==> config.mk <==
export PLATFORM = sky130hd
export DESIGN_NAME = apb_master_arbiter
export DESIGN_NICKNAME = d
export VERILOG_FILES = /design/src/rtl/shared_pkg.sv /design/src/rtl/rr_arbiter.sv /design/src/rtl/apb_master_arbiter.sv
export SDC_FILE = /design/constraint.sdc
export NUM_CORES = 1
export LEC_CHECK = 0
export ABC_CLOCK_PERIOD_IN_PS = 2910
export BUFFER_PORTS_ARGS = -buffer_cell sky130_fd_sc_hd__buf_2
export CORE_AREA = 2 2 106 108
export CTS_CLUSTER_SIZE = 28
export DETAILED_ROUTE_END_ITERATION = 7
export DIE_AREA = 0 0 108 110
export PLACE_DENSITY = 0.82
export SYNTH_ARGS = -nofsm -noshare
export SYNTH_HDL_FRONTEND = slang
export SYNTH_SLANG_ARGS = --single-unit
==> constraint.sdc <==
create_clock -name PCLK -period 2.91 [get_ports PCLK]
set_input_delay 0.291 -clock PCLK [delete_from_list [all_inputs] [get_ports PCLK]]
set_output_delay 0.291 -clock PCLK [all_outputs]
set_load 0.01 [all_outputs]
==> src/rtl/shared_pkg.sv <==
// ============================================================================
//  Module : shared_pkg
//  Brief  : Shared types and default sizes for the APB master arbiter.
//  Rev    : 1.0  initial release
// ============================================================================
`default_nettype none

package shared_pkg;

    localparam int NO_REQ         = 2;
    localparam int DATA_WIDTH     = 32;
    localparam int ADDR_WIDTH     = 32;
    localparam int TIMEOUT_CYCLES = 16;

    // One-hot so each phase decodes from a single flop.
    typedef enum logic [2:0] {
        IDLE   = 3'b001,
        SETUP  = 3'b010,
        ACCESS = 3'b100
    } state_e;

endpackage

`default_nettype wire

==> src/rtl/rr_arbiter.sv <==
// ============================================================================
//  Module : rr_arbiter
//  Brief  : Round-robin selector. Requests at or above the pointer win first,
//           otherwise the search wraps to index 0. Output is one-hot.
//  Rev    : 1.0  initial release
// ============================================================================
`default_nettype none

module rr_arbiter #(
    parameter int NO_REQ = 2,
    parameter int PTR_W  = 1
) (
    input  logic [NO_REQ-1:0] req_i,
    input  logic [PTR_W-1:0]  ptr_i,
    output logic [NO_REQ-1:0] grant_o
);

    logic [NO_REQ-1:0] masked;
    logic              found;

    // Keep only requests whose index is at or above the priority pointer.
    always_comb begin
        masked = '0;
        for (int i = 0; i < NO_REQ; i++) begin
            masked[i] = req_i[i] && (PTR_W'(i) >= ptr_i);
        end
    end

    // Lowest masked request wins; fall back to lowest raw request (wrap).
    always_comb begin
        grant_o = '0;
        found   = 1'b0;
        for (int i = 0; i < NO_REQ; i++) begin
            if (!found && masked[i]) begin
                grant_o[i] = 1'b1;
                found      = 1'b1;
            end
        end
        for (int i = 0; i < NO_REQ; i++) begin
            if (!found && req_i[i]) begin
                grant_o[i] = 1'b1;
                found      = 1'b1;
            end
        end
    end

endmodule

`default_nettype wire

==> src/rtl/apb_master_arbiter.sv <==
// ============================================================================
//  Module : apb_master_arbiter
//  Brief  : Shares one APB master port among NO_REQ requesters, round-robin,
//           with back-to-back transfers when a request waits at completion.
//           Optional macro APB_TIMEOUT_EN aborts ACCESS after TIMEOUT_CYCLES
//           cycles without PREADY (error response, zero read data).
//  Rev    : 1.0  initial release
// ============================================================================
`default_nettype none

module apb_master_arbiter #(
    parameter int NO_REQ     = shared_pkg::NO_REQ,
    parameter int DATA_WIDTH = shared_pkg::DATA_WIDTH,
    parameter int ADDR_WIDTH = shared_pkg::ADDR_WIDTH
) (
    input  logic                         PCLK,
    input  logic                         PRESETn,
    input  logic [NO_REQ-1:0]            req_valid,
    input  logic [NO_REQ-1:0]            req_write,
    input  logic [NO_REQ*ADDR_WIDTH-1:0] req_addr,
    input  logic [NO_REQ*DATA_WIDTH-1:0] req_wdata,
    output logic [NO_REQ-1:0]            req_ready,
    output logic [NO_REQ-1:0]            rsp_valid,
    output logic [DATA_WIDTH-1:0]        rsp_rdata,
    output logic                         rsp_slverr,
    output logic                         PSEL,
    output logic                         PENABLE,
    output logic                         PWRITE,
    output logic [ADDR_WIDTH-1:0]        PADDR,
    output logic [DATA_WIDTH-1:0]        PWDATA,
    input  logic [DATA_WIDTH-1:0]        PRDATA,
    input  logic                         PREADY,
    input  logic                         PSLVERR
);

    import shared_pkg::*;

    localparam int PTR_W = $clog2(NO_REQ);

    state_e                  state_q;
    logic [PTR_W-1:0]        ptr_q;
    logic [PTR_W-1:0]        ptr_d;
    logic [NO_REQ-1:0]       owner_q;
    logic                    pwrite_q;
    logic [ADDR_WIDTH-1:0]   paddr_q;
    logic [DATA_WIDTH-1:0]   pwdata_q;
    logic                    psel_q;
    logic                    penable_q;
    logic [NO_REQ-1:0]       rsp_valid_q;
    logic [DATA_WIDTH-1:0]   rsp_rdata_q;
    logic                    rsp_slverr_q;

    logic                    xfer_done;
    logic                    arb_en;
    logic [NO_REQ-1:0]       req_elig;
    logic [NO_REQ-1:0]       grant;
    logic [PTR_W-1:0]        grant_idx;
    logic                    sel_write;
    logic [ADDR_WIDTH-1:0]   sel_addr;
    logic [DATA_WIDTH-1:0]   sel_wdata;

`ifdef APB_TIMEOUT_EN
    localparam int TMO_W = $clog2(TIMEOUT_CYCLES + 1);
    logic [TMO_W-1:0]        tmo_q;
    logic                    tmo_hit;
    assign tmo_hit = (state_q == ACCESS) && !PREADY
                     && (tmo_q == TMO_W'(TIMEOUT_CYCLES - 1));
`endif

    // Arbitration is open while idle and in the completing ACCESS cycle, so a
    // waiting request goes straight to SETUP. Held off while in reset.
    assign xfer_done = (state_q == ACCESS) && PREADY;
    assign arb_en    = PRESETn && ((state_q == IDLE) || xfer_done);
    assign req_elig  = req_valid & {NO_REQ{arb_en}};

    rr_arbiter #(
        .NO_REQ (NO_REQ),
        .PTR_W  (PTR_W)
    ) u_rr_arbiter (
        .req_i   (req_elig),
        .ptr_i   (ptr_q),
        .grant_o (grant)
    );

    // Select the winning requester's fields and index.
    always_comb begin
        grant_idx = '0;
        sel_write = 1'b0;
        sel_addr  = '0;
        sel_wdata = '0;
        for (int i = 0; i < NO_REQ; i++) begin
            if (grant[i]) begin
                grant_idx = PTR_W'(i);
                sel_write = req_write[i];
                sel_addr  = req_addr[i*ADDR_WIDTH +: ADDR_WIDTH];
                sel_wdata = req_wdata[i*DATA_WIDTH +: DATA_WIDTH];
            end
        end
    end

    assign ptr_d = (grant_idx == PTR_W'(NO_REQ - 1)) ? '0 : grant_idx + PTR_W'(1);

    // APB phase FSM with registered bus outputs and response pulses.
    always_ff @(posedge PCLK or negedge PRESETn) begin
        if (!PRESETn) begin
            state_q      <= IDLE;
            ptr_q        <= '0;
            owner_q      <= '0;
            pwrite_q     <= 1'b0;
            paddr_q      <= '0;
            pwdata_q     <= '0;
            psel_q       <= 1'b0;
            penable_q    <= 1'b0;
            rsp_valid_q  <= '0;
            rsp_rdata_q  <= '0;
            rsp_slverr_q <= 1'b0;
`ifdef APB_TIMEOUT_EN
            tmo_q        <= '0;
`endif
        end else begin
            rsp_valid_q <= '0;
            if (|grant) begin
                owner_q  <= grant;
                pwrite_q <= sel_write;
                paddr_q  <= sel_addr;
                pwdata_q <= sel_wdata;
                ptr_q    <= ptr_d;
            end
            case (state_q)
                IDLE: begin
                    if (|grant) begin
                        state_q   <= SETUP;
                        psel_q    <= 1'b1;
                        penable_q <= 1'b0;
                    end
                end
                SETUP: begin
                    state_q   <= ACCESS;
                    penable_q <= 1'b1;
`ifdef APB_TIMEOUT_EN
                    tmo_q     <= '0;
`endif
                end
                ACCESS: begin
                    if (PREADY) begin
                        rsp_valid_q  <= owner_q;
                        rsp_slverr_q <= PSLVERR;
                        if (!pwrite_q) begin
                            rsp_rdata_q <= PRDATA;
                        end
                        penable_q <= 1'b0;
                        if (|grant) begin
                            state_q <= SETUP;
                            psel_q  <= 1'b1;
                        end else begin
                            state_q <= IDLE;
                            psel_q  <= 1'b0;
                        end
                    end
`ifdef APB_TIMEOUT_EN
                    else if (tmo_hit) begin
                        rsp_valid_q  <= owner_q;
                        rsp_slverr_q <= 1'b1;
                        rsp_rdata_q  <= '0;
                        state_q      <= IDLE;
                        psel_q       <= 1'b0;
                        penable_q    <= 1'b0;
                    end else begin
                        tmo_q <= tmo_q + TMO_W'(1);
                    end
`endif
                end
                default: begin
                    state_q   <= IDLE;
                    psel_q    <= 1'b0;
                    penable_q <= 1'b0;
                end
            endcase
        end
    end

    assign req_ready  = grant;
    assign rsp_valid  = rsp_valid_q;
    assign rsp_rdata  = rsp_rdata_q;
    assign rsp_slverr = rsp_slverr_q;
    assign PSEL       = psel_q;
    assign PENABLE    = penable_q;
    assign PWRITE     = pwrite_q;
    assign PADDR      = paddr_q;
    assign PWDATA     = pwdata_q;

endmodule

`default_nettype wire

# Word-level counts from Yosys, hierarchy flattened
# Cells that the tools add are included.
# classes
addsub,1
mul,0
n_div,0
magnitude_cmp,2
eq_ne,5
shift,0
muxes,27
n_bitwise,3
n_reduce_logical,16
# op_table
op,n
$mux W32,4
$mux W1,15
$pmux W3 S3,1
$logic_and A1 B1 Y1,7
$mux W2,3
$mux W3,2
$pmux W1 S3,2
$reduce_and A3 Y1,2
$reduce_and A2 Y1,2
$eq A3 B1 Y1 const B,1
$eq A3 B2 Y1 const B,1
$eq A3 B3 Y1 const B,1
$logic_not A1 Y1,3
$and A2 B2 Y2,1
$ge A1 B1 Y1 const A,2
$ne A2 B1 Y1 const B,1
$ne A2 B2 Y1 const B,1
$not A1 Y1,2
$reduce_or A2 Y1,1
$add A1 B1 Y1 const B,1
$logic_or A1 B1 Y1,1
# word_totals
ff_bits,108
latch_bits,0
mem_bits_rw,0
rom_bits,0
input_bits,168
elab_cells,65
mem_count,0

# Depth between registers and ports, before layout
# logic_depth
word_depth,20
ltp_mapped,7

# Hierarchy
# From an unflattened synthesis, not the netlist that was laid out.
# hier_totals
cells_unflattened,400
hier_area_um2,4844.6
# by_module_without_submodules
module,n_inst,cells_per_inst,area_per_inst_um2
apb_master_arbiter,1,397,4825.9
rr_arbiter,1,3,18.8

# Least setup slack after synthesis
# Ideal clock, no wire load.
# synth_timing
path_kind,flip-flop to flip-flop
start,register state_q[0]
end,"register rsp_rdata_q[27], in the netlist rsp_rdata[27]"
setup_ps,125
t_arrival_ps,1433
path_slack_ps,1352
path_stages_with_launch,5
path_buffers,2
period_less_slack_ps,1558
cell_sequence,dfstp_2 > buf_4 > nor4_4 > buf_6 > mux2_2
# synth_between
elab_chain_cells,2
# synth_lines
item,line_no,text
from (decl),apb_master_arbiter.sv:40,state_e state_q;
from (signal assigned),apb_master_arbiter.sv:106,state_q <= IDLE;
from (signal assigned),apb_master_arbiter.sv:132,state_q <= SETUP;
from (signal assigned),apb_master_arbiter.sv:138,state_q <= ACCESS;
$eq A3 B3 Y1,apb_master_arbiter.sv:129,case (state_q)
$reduce_and A3 Y1 (no source line),n/a,
to (signal assigned),apb_master_arbiter.sv:115,rsp_rdata_q <= '0;
to (signal assigned),apb_master_arbiter.sv:149,rsp_rdata_q <= PRDATA;
to (decl),apb_master_arbiter.sv:50,logic [DATA_WIDTH-1:0] rsp_rdata_q;
# No other way between the ends.
# A chain may end at the register's enable or synchronous reset.

# Worst setup path in the final report
# layout_timing
start,register ptr_q
end,output port req_ready[1]
# layout_between
elab_chain_cells,12
# layout_lines
item,line_no,text
from (decl),apb_master_arbiter.sv:41,logic [PTR_W-1:0] ptr_q;
from (signal assigned),apb_master_arbiter.sv:127,ptr_q <= ptr_d;
$ge A1 B1 Y1,rr_arbiter.sv:25,masked[i] = req_i[i] && (PTR_W'(i) >= ptr_i);
$logic_and A1 B1 Y1,rr_arbiter.sv:25,
$mux W1,rr_arbiter.sv:34,if (!found && masked[i]) begin
$logic_not A1 Y1,rr_arbiter.sv:34,
$logic_and A1 B1 Y1,rr_arbiter.sv:34,
$mux W1,rr_arbiter.sv:34,
$logic_not A1 Y1,rr_arbiter.sv:40,if (!found && req_i[i]) begin
$logic_and A1 B1 Y1,rr_arbiter.sv:40,
$mux W1,rr_arbiter.sv:40,
$logic_not A1 Y1,rr_arbiter.sv:40,
$logic_and A1 B1 Y1,rr_arbiter.sv:40,
$mux W1 (*),rr_arbiter.sv:40,
to (decl),apb_master_arbiter.sv:22,"output logic [NO_REQ-1:0] req_ready,"
# Every way passes the cells marked *; elsewhere a longest branch is shown, timed or not.

==> summary.md <==
| Metric | Value |
|---|---|
| Hold Buf Count CTS | `1` |
| PD cells | `905 nW/um^2` |
| Synth Area per Inst | `13.3 sq um` |
| Clk root buf | `clkbuf_8` |
| Clock sinks | `108` |
| CTS buffer count | `9` |
| H-tree depth | `3` |
| # IOs | `272` |
| Final Max Slew Viols | `0` |
| Min-Delay Path Depth | `2` |
| Worst reg-to-reg path cell count | `5` |
| Seq/Total Area, Yosys | `0.586` |
| Pre-antenna DRT Iters | `4` |
| CTS tree | `yes` |
| Most common cell after layout, fill and taps aside | `buf_2` |
| Synthesized area | `4620 sq um` |
| Post-route design area | `6280 sq um` |
| Bufs on Longest Clock Path | `2` |
| Clock Power Share | `0.158` |
| Violation count after the first detailed-route iteration | `218` |
| Clock Latency Late Sink | `0.36 ns` |
| # rows | `38` |
| Die H | `110 microns` |
| Post-route setup TNS | `0 ns` |
| Hold EP | `rsp_rdata[6]$_DFFE_PN0P_` |
| Post-synth EDFFs | `0` |
| Vias in the first global route | `3907` |
| Fraction of power spent switching nets | `0.372` |
| P&R area growth vs syn | `36.0%` |
| Crit end category | `output pin` |
| Minimum clock period | `2.13 ns` |
| Port bufs | `271` |
| # DRC | `0` |
| Share of async-settable or async-resettable flops after synthesis | `1.00` |
| Ant diodes | `0` |
| Post CTS Setup Buffer Count | `0` |
| R2r setup slk | `0.90 ns` |
| Final Setup Violations | `0` |
| NumNets Final | `772` |
| Dpl hpwl | `9.53 mm` |
| Peak supply drop | `0.374 mV` |
| Dominant synthesized flop cell | `dfrtp_1` |
| Crit share post-route | `0.733` |
| Syn nets | `515` |
| Min-Delay Startpoint | `PRDATA[6]` |
| Worst Path Required | `2.62 ns` |
| Max Fanout on Critical Path | `25` |
| Post-cts sizing count | `0` |
| Reg2reg start | `state_q[0]$_DFFE_PN1P_` |
| Grt ovf | `0` |
| Synth Instances | `347` |
| Yosys warning count | `0` |
| First-pass GRT wire length | `19.3 mm` |
| Die area | `11900 sq um` |
| Max cap viols | `0` |
| Least-Margin Pin Slew | `0.997 ns` |
| Worst Setup Path Type | `flip-flop to output pin` |
| Layout cells sized above 1 | `0.535` |
| Wire per inst | `17.0 microns` |
| Die outline width | `108 microns` |
| Fin util | `0.587` |
| Core ar. | `10700 sq um` |
| Hold Path Class | `primary input to flip-flop` |
| Slew headroom | `0.333` |
| Detailed Route WL | `12.7 mm` |
| Flop pwr share | `0.451` |
| Max Clk Rate | `0.469 GHz` |
| Synth Register Bits | `108` |
| RePlAce Congestion | `0.806` |
| Layout fillers | `924` |
| Worst Clk Skew | `0.0210 ns` |
| Nature of the critical path startpoint | `flip-flop` |
| Status | `completed` |
| Synth cell types | `31` |
| Clk slew on worst S/H paths | `0.12 ns` |
| Placed inst area | `6060 sq um` |
| Static Leakage | `3.24 nW` |
| CP Data Arrival Time | `1.84 ns` |
| Final Hold Fails | `0` |
| RSZ-0062 raised after global routing | `no` |
| Via/cell ratio | `5.39` |
| Power Total | `0.00568 W` |
| Initial Util | `0.432` |
| Critical R2R Capture | `PADDR[3]$_DFFE_PN0P_` |
| Logic pwr share | `0.391` |
| Largest net degree at the start of global routing | `69` |
| Internal | `0.00357 W` |
| Seq. cell area | `2700 sq um` |
| Final ANT Viol Nets | `0` |
| Net Sw Power | `0.00211 W` |
| Initial antenna violation count | `0` |
| Most frequent cells in the layout | `buf_2 (270), dfrtp_1 (107), a22oi_1 (65), o2bb2ai_1 (65), mux2_2 (23)` |
| Footprint of the multi-input gates | `1720 sq um` |
| GRT Total Usage | `0.207` |
| Vias | `4037` |
worst max-delay path, cell delays in order, from the launching register on:
cell and delay, ns:
dfrtp_1 0.41, inv_1 0.12, a21oi_4 0.60, and2_1 0.22
buf_2 0.14
per-stage QoR:
stage / setup WS, ns / cells / hold WS [ns]
final: 0.778 / 749 / 0.133
after global routing: 0.666 / 749 / 0.111
after CTS: 0.743 / 749 / 0.110
after detailed placement: 0.912 / 732 / 0.400
after global placement: 1.00 / 732 / 0.406
after floorplan: 1.35 / 347 / -0.00459
power groups by stage:
| stage | logic [W] | registers [W] | clock network (W) |
|---|---|---|---|
| 4_1_cts | 0.00225 | 0.00256 | 0.000933 |
| 3_3_place_gp | 0.00217 | 0.00257 | 0 |
| 6_report | 0.00222 | 0.00256 | 0.000900 |
| 3_5_place_dp | 0.00226 | 0.00258 | 0 |
| 2_1_floorplan | 0.000916 | 0.00285 | 0 |
| 5_1_grt | 0.00241 | 0.00265 | 0.000990 |
layer usage:
metal | share of wire | track usage | vias up
met5 | 0 | 0 | -
met1 | 0.39 | 0.253 | 1975
met2 | 0.53 | 0.372 | 186
li1 | - | - | 1861
met4 | 0.013 | 0.0705 | 0
met3 | 0.067 | 0.0364 | 15
Yosys cell counts (7+ instances only):
master / count / share of area
o2bb2ai_1: 65 / 0.12
mux2_2: 23 / 0.056
clkbuf_1: 7 / 0.0057
buf_2: 16 / 0.017
buf_6: 7 / 0.017
nor2_1: 7 / 0.0057
mux2_1: 10 / 0.024
dfrtp_1: 107 / 0.58
a22oi_1: 65 / 0.11
state kept, by name (all words and copies together), names as in the netlist, 2 cells and up:
| signal | cells |
|---|---|
| owner_q | 2 |
| PWDATA | 32 |
| rsp_rdata | 32 |
| state_q | 3 |
| rsp_valid | 2 |
| PADDR | 32 |
how the worst max path moves through the flow:
stage                                            to              startpoint  slack, ns
after floorplan           rsp_rdata[27]$_DFFE_PN0P_  state_q[0]$_DFFE_PN1P_       1.35
after global placement       PWDATA[29]$_DFFE_PN0P_  state_q[0]$_DFFE_PN1P_       1.00
after detailed placement       PADDR[3]$_DFFE_PN0P_  state_q[0]$_DFFE_PN1P_       0.91
after CTS                              req_ready[1]       ptr_q$_DFFE_PN0P_       0.74
after global routing                   req_ready[1]       ptr_q$_DFFE_PN0P_       0.67
final                                  req_ready[1]       ptr_q$_DFFE_PN0P_       0.78
final cells by class:
type,count,area share
Tap cell,140,0.0279
Sequential cell,108,0.431
Clock buffer,9,0.0197
Inverter,4,0.00239
Timing Repair Buffer,279,0.232
Multi-Input combinational cell,202,0.274
Clock inverter,7,0.0134
cells by family after synthesis:
| family | synth area share |
|---|---|
| AOI/OAI and AO/OA | 0.254 |
| and+or+nand+nor | 0.0320 |
| DFF | 0.586 |
| muxes | 0.0805 |
| buffers and inverters | 0.0482 |
(Power assumes the default switching activity.)
